$ cat src/rtl/core_mem_arbiter_pkg.sv
// Shared types and constants for the imem/dmem to single memory port arbiter.
// Owner state encodings, requester IDs and default bus widths.
package core_mem_arbiter_pkg;

    localparam int unsigned ARB_AW = 64;
    localparam int unsigned ARB_DW = 64;
    localparam int unsigned ARB_SW = ARB_DW / 8;

    typedef enum logic [1:0] {
        ARB_IDLE  = 2'd0,
        ARB_OWN_D = 2'd1,
        ARB_OWN_I = 2'd2
    } arb_state_e;

    typedef enum logic {
        ARB_ID_I = 1'b0,
        ARB_ID_D = 1'b1
    } arb_id_e;

    // Lock state that corresponds to a given requester.
    function automatic arb_state_e arb_own_state(input arb_id_e id);
        return (id == ARB_ID_D) ? ARB_OWN_D : ARB_OWN_I;
    endfunction

endpackage

$ cat src/rtl/core_mem_arbiter_sel.sv
// Combinational winner select between fetch and LSU requests.
// CORE_MEM_ARB_FIXED_PRIO_EN: dmem always wins a tie and no history input exists.
module core_mem_arbiter_sel
    import core_mem_arbiter_pkg::*;
(
    input  logic    i_imem_req,
    input  logic    i_dmem_req,
`ifndef CORE_MEM_ARB_FIXED_PRIO_EN
    input  arb_id_e i_last,
`endif
    output logic    o_valid,
    output arb_id_e o_winner
);

    always_comb begin
        o_valid  = i_imem_req | i_dmem_req;
        o_winner = ARB_ID_D;
        if (i_imem_req && !i_dmem_req) begin
            o_winner = ARB_ID_I;
        end else if (i_imem_req && i_dmem_req) begin
`ifdef CORE_MEM_ARB_FIXED_PRIO_EN
            o_winner = ARB_ID_D;
`else
            // Tie goes to whichever requester was not served last.
            o_winner = (i_last == ARB_ID_D) ? ARB_ID_I : ARB_ID_D;
`endif
        end
    end

endmodule

$ cat src/rtl/core_mem_arbiter.sv
// Shares one req/gnt memory port between fetch (imem) and LSU (dmem), one transaction at a time.
// CORE_MEM_ARB_FIXED_PRIO_EN selects fixed dmem priority; default is round-robin.
module core_mem_arbiter
    import core_mem_arbiter_pkg::*;
#(
    parameter int unsigned AW = ARB_AW,
    parameter int unsigned DW = ARB_DW,
    parameter int unsigned SW = DW / 8
) (
    input  logic          g_clk,
    input  logic          g_reset,

    input  logic          imem_req,
    input  logic [AW-1:0] imem_addr,
    output logic          imem_gnt,
    output logic          imem_err,
    output logic [DW-1:0] imem_rdata,

    input  logic          dmem_req,
    input  logic [AW-1:0] dmem_addr,
    input  logic          dmem_wen,
    input  logic [SW-1:0] dmem_strb,
    input  logic [DW-1:0] dmem_wdata,
    output logic          dmem_gnt,
    output logic          dmem_err,
    output logic [DW-1:0] dmem_rdata,

    output logic          mem_req,
    output logic [AW-1:0] mem_addr,
    output logic          mem_wen,
    output logic [SW-1:0] mem_strb,
    output logic [DW-1:0] mem_wdata,
    input  logic          mem_gnt,
    input  logic          mem_err,
    input  logic [DW-1:0] mem_rdata
);

    arb_state_e r_state;
    logic       w_sel_valid;
    arb_id_e    w_sel_id;
    logic       w_own_valid;
    arb_id_e    w_own_id;
    logic       w_own_d;
    logic       w_own_i;

`ifndef CORE_MEM_ARB_FIXED_PRIO_EN
    arb_id_e    r_last;
`endif

    core_mem_arbiter_sel u_sel (
        .i_imem_req (imem_req),
        .i_dmem_req (dmem_req),
`ifndef CORE_MEM_ARB_FIXED_PRIO_EN
        .i_last     (r_last),
`endif
        .o_valid    (w_sel_valid),
        .o_winner   (w_sel_id)
    );

    // Current owner: the lock holder, or the same-cycle winner when idle.
    always_comb begin
        w_own_valid = 1'b0;
        w_own_id    = w_sel_id;
        case (r_state)
            ARB_IDLE: begin
                w_own_valid = w_sel_valid;
                w_own_id    = w_sel_id;
            end
            ARB_OWN_D: begin
                w_own_valid = 1'b1;
                w_own_id    = ARB_ID_D;
            end
            ARB_OWN_I: begin
                w_own_valid = 1'b1;
                w_own_id    = ARB_ID_I;
            end
            default: begin
                w_own_valid = 1'b0;
            end
        endcase
        // Reset silences the port immediately, even with requests still raised.
        if (g_reset) begin
            w_own_valid = 1'b0;
        end
    end

    assign w_own_d = w_own_valid && (w_own_id == ARB_ID_D);
    assign w_own_i = w_own_valid && (w_own_id == ARB_ID_I);

    // Request path: owner payload forwarded, everything zero otherwise.
    always_comb begin
        mem_req   = w_own_valid;
        mem_addr  = '0;
        mem_wen   = 1'b0;
        mem_strb  = '0;
        mem_wdata = '0;
        if (w_own_d) begin
            mem_addr  = dmem_addr;
            mem_wen   = dmem_wen;
            mem_strb  = dmem_strb;
            mem_wdata = dmem_wdata;
        end else if (w_own_i) begin
            mem_addr  = imem_addr;
        end
    end

    // Response path: only the owner sees gnt/err/rdata.
    always_comb begin
        imem_gnt   = w_own_i & mem_gnt;
        imem_err   = w_own_i & mem_err;
        imem_rdata = w_own_i ? mem_rdata : '0;
        dmem_gnt   = w_own_d & mem_gnt;
        dmem_err   = w_own_d & mem_err;
        dmem_rdata = w_own_d ? mem_rdata : '0;
    end

    // Lock FSM: a grant always returns to idle so the next arbitration is a fresh cycle.
    always_ff @(posedge g_clk or posedge g_reset) begin
        if (g_reset) begin
            r_state <= ARB_IDLE;
        end else begin
            case (r_state)
                ARB_IDLE: begin
                    if (w_sel_valid && !mem_gnt) begin
                        r_state <= arb_own_state(w_sel_id);
                    end
                end
                ARB_OWN_D, ARB_OWN_I: begin
                    if (mem_gnt) begin
                        r_state <= ARB_IDLE;
                    end
                end
                default: begin
                    r_state <= ARB_IDLE;
                end
            endcase
        end
    end

`ifndef CORE_MEM_ARB_FIXED_PRIO_EN
    // Round-robin history; starts at imem so dmem wins the first tie.
    always_ff @(posedge g_clk or posedge g_reset) begin
        if (g_reset) begin
            r_last <= ARB_ID_I;
        end else if (w_own_valid && mem_gnt) begin
            r_last <= w_own_id;
        end
    end
`endif

endmodule

$ cat config.mk
export PLATFORM = sky130hd
export DESIGN_NAME = core_mem_arbiter
export DESIGN_NICKNAME = d
export VERILOG_FILES = /design/src/rtl/core_mem_arbiter_pkg.sv /design/src/rtl/core_mem_arbiter_sel.sv /design/src/rtl/core_mem_arbiter.sv
export SDC_FILE = /design/constraint.sdc
export NUM_CORES = 1
export LEC_CHECK = 0
export ABC_AREA = 1
export ABC_CLOCK_PERIOD_IN_PS = 2600
export CORE_AREA = 4 4 211 213
export DETAILED_ROUTE_END_ITERATION = 12
export DIE_AREA = 0 0 215 217
export PLACE_DENSITY = 0.43
export SYNTH_ARGS = -nofsm -noshare
export SYNTH_HDL_FRONTEND = slang
export SYNTH_SLANG_ARGS = --single-unit
$ cat constraint.sdc
create_clock -name g_clk -period 2.6 [get_ports g_clk]
set_input_delay 0.26 -clock g_clk [delete_from_list [all_inputs] [get_ports g_clk]]
set_output_delay 0.26 -clock g_clk [all_outputs]
set_load 0.005 [all_outputs]
==> reports/qor.txt <==
sw frac: 0.466
Area Overhead vs Synth: 269%
Commonest cells post-synth: nor2_1 (206), inv_1 (143), nand2_1 (79)
GRT Util Overall: 0.128
Final nets: 1477
CTS sink count: 3
Power Internal: 0.00527 W
Via Count: 6507
Starting Density: 0.0668
critical path launch point: r_state[0]
Critical Path Source Type: flip-flop
DRT Pass-1 Iters: 4
synthesized area per cell: 4.51 sq um
skew final: 0.000643 ns
Die Y: 217 um
gr ovfl total: 0
r2r startpoint: r_state[0]
cell leakage power: 7.91 nW
first-pass GRT wire length: 44300 um
final worst path period need: 2.62 ns
Most used DFF post-synth: dfrtp_1
initial antenna violation count: 4
DRC Markers: 0
Max FO, Critical Path: 9
Hold WS: 0.375 ns
clock tree buffer depth: 2
Worst Path Required: 2.34 ns
die area: 46700 sq um
failing checks: setup timing
CTS buffer count: 3
area leader, netlist: nor2_1
I/O Buffers: 540
Mapped Area: 2850 sq um
Ys Warns: 0
Die W: 215 um
Final period util: 1.01
register bit total from synthesis: 3
Worst Path Arrival: 2.36 ns
fraction of registers with async set/reset: 1.00
antenna-violating nets left: 0
WS Path Type: flip-flop to primary output
Max VDD drop: 0.557 mV
Area contributors post-synth: nor2_1 (27%), inv_1 (19%), nand4_1 (14%), nand3_1 (12%), nand2_1 (10%)
Min-Delay Path Class: input port to async pin
final setup fails: 2
count leader, synth: nor2_1
Slew Limit Fails: 0
GRT Max-Usage Layer: met2
hpwl dp: 25700 um
Least-Margin Pin Slew: 0.317 ns
Hold Vio Cnt, Final: 0
Post-Layout Cell Count: 1750
routability cong.: 0.876
I/O Pins: 541
Iteration-0 DRC Markers: 247
Worst setup EP type: primary output
outcome: finished, violations left
vias in the first global route: 6465
final core utilization: 0.247
Net Switching: 0.00460 W
Logic pwr share: 0.966
clk slew on worst S/H paths: 0.03 ns
RSZ-0062 raised after global routing: true
top cell type's share of synthesized area: 0.271
Post-Syn Instances: 632
sequential element share of the synthesized area: 0.0263
slack of the critical path: -0.0231 ns
core area: 42700 sq um
Slew headroom: 0.789
Root Buffer: clkbuf_16
synth unique cells: 18
post-route cell area: 10500 sq um
Post-synth EDFFs: 0
max_cap viols: 0
M3 GR Usage: 0.0355
cell total after placement: 1676
Clk pwr share: 0.025
routed wire length per instance: 21.1 um
met2 usage: 0.253
num rows: 76
vias per cell: 3.72
Seq pwr share: 0.009
power per cell area: 937 nW/um^2
grt met1 use: 0.131
worst skew pair latency: 0.22 ns
largest net degree at the start of global routing: 66
CTS tree: built
Placement Cell Area: 8880 sq um
final wirelength: 37000 um
H-tree depth: 1
post-synthesis net count: 906
FMAX: 381 MHz
share of cells above drive strength 1: 0.113
logic make-up after synthesis:
family                   share of synthesized area
buffers and inverters                        0.311
AND/OR/NAND/NOR                              0.639
flip-flops                                  0.0263
AO/OA/AOI/OAI                               0.0101
adder cells (fa/ha/maj)                     0.0132
layer usage:
metal | vias to the layer above | wire length (um)
li1 | 3055 | -
met1 | 2977 | 13800
met2 | 411 | 19300
met3 | 62 | 2620
met4 | 2 | 1250
met5 | - | 12
critical path, cell delays in order (launching register included):
cell             delay [ns]
dfrtp_1                0.40
inv_2                  0.07
ha_4                   0.28
inv_4                  0.05
or2_4                  0.23
nand2_4                0.11
buf_4                  0.15
buf_12                 0.13
nand4_1                0.12
nand2_1                0.10
clkdlybuf4s50_1        0.50
metrics by stage:
step | total power [W] | TNS (ns) | worst slack [ns]
2_1_floorplan | 0.00283 | 0 | 0.796
3_3_place_gp | 0.00716 | -0.438 | -0.0760
3_5_place_dp | 0.00711 | -0.328 | -0.0865
4_1_cts | 0.00868 | -2.11 | -0.109
5_1_grt | 0.0105 | -0.368 | -0.117
6_report | 0.00987 | -0.0429 | -0.0231
power by group through the flow:
stage          Clock [W]  Combinational [W]  Sequential [W]
2_1_floorplan          0            0.00275       0.0000826
3_3_place_gp           0            0.00708       0.0000878
3_5_place_dp           0            0.00702       0.0000887
4_1_cts         0.000253            0.00834       0.0000912
5_1_grt         0.000258             0.0101       0.0000940
6_report        0.000245            0.00953       0.0000903
final cells by class:
| type | instances | area (sq um) |
|---|---|---|
| flip-flops and latches | 3 | 75.1 |
| well taps | 546 | 683 |
| diodes | 2 | 5.00 |
| inverters | 145 | 547 |
| repair buffers | 621 | 7080 |
| fillers | 4801 | 32200 |
| clock buffers | 4 | 78.8 |
| multi-input cells | 429 | 2070 |
registers in the layout, summed over array words and instances, names as in the netlist:
| name | count |
|---|---|
| r_state | 2 |
| r_last | 1 |
placed cells by master, fill, tap and decap left out:
cell type | synthesis | routed
buf_6 | 10 | 4
nand2_1 | 79 | 74
nand2_8 | 0 | 4
o21ai_2 | 0 | 1
buf_8 | 0 | 3
ha_1 | 3 | 1
or2_4 | 0 | 1
bufbuf_16 | 0 | 6
ha_2 | 0 | 1
nor2_4 | 0 | 5
nand3_1 | 68 | 68
ha_4 | 0 | 1
dlygate4sd2_1 | 0 | 50
a21oi_4 | 0 | 1
inv_1 | 143 | 141
nand4_1 | 64 | 64
clkbuf_16 | 0 | 15
diode_2 | 0 | 2
inv_4 | 0 | 1
clkbuf_2 | 0 | 21
or2_2 | 1 | 1
clkbuf_1 | 9 | 1
o21ai_0 | 3 | 3
nor2_2 | 0 | 9
clkdlybuf4s50_1 | 0 | 274
nand2_2 | 0 | 1
dlymetal6s2s_1 | 0 | 173
dfrtp_1 | 3 | 3
nand2_4 | 0 | 2
buf_4 | 5 | 30
clkdlybuf4s15_1 | 0 | 22
inv_2 | 2 | 3
buf_16 | 0 | 10
nor2_1 | 206 | 192
buf_12 | 0 | 16
worst paths after layout:
kind | slack [ns] | cells past startpoint | end
worst max-delay path | -0.02 | 10 | mem_addr[18]
worst min-delay path | 0.37 | 2 | r_last
worst max register to register | 0.86 | 9 | r_last
worst min register to register | 0.53 | 2 | r_last
max in group asynchronous | 2.07 | 2 | r_state[1]
min in group g_clk | 0.53 | 2 | r_last
repair_timing:
| item | CTS | global route |
|---|---|---|
| setup buffers | 8 | 28 |
| resized for setup | 120 | 259 |
| pin swaps | 7 | 10 |
| cloned | 13 | 19 |
| hold endpoints to repair | 0 | 0 |
| endpoints found under the setup margin | 214 | 182 |
| hold buffers | 0 | 0 |
No activity file was read; power rests on OpenSTA's default activity.
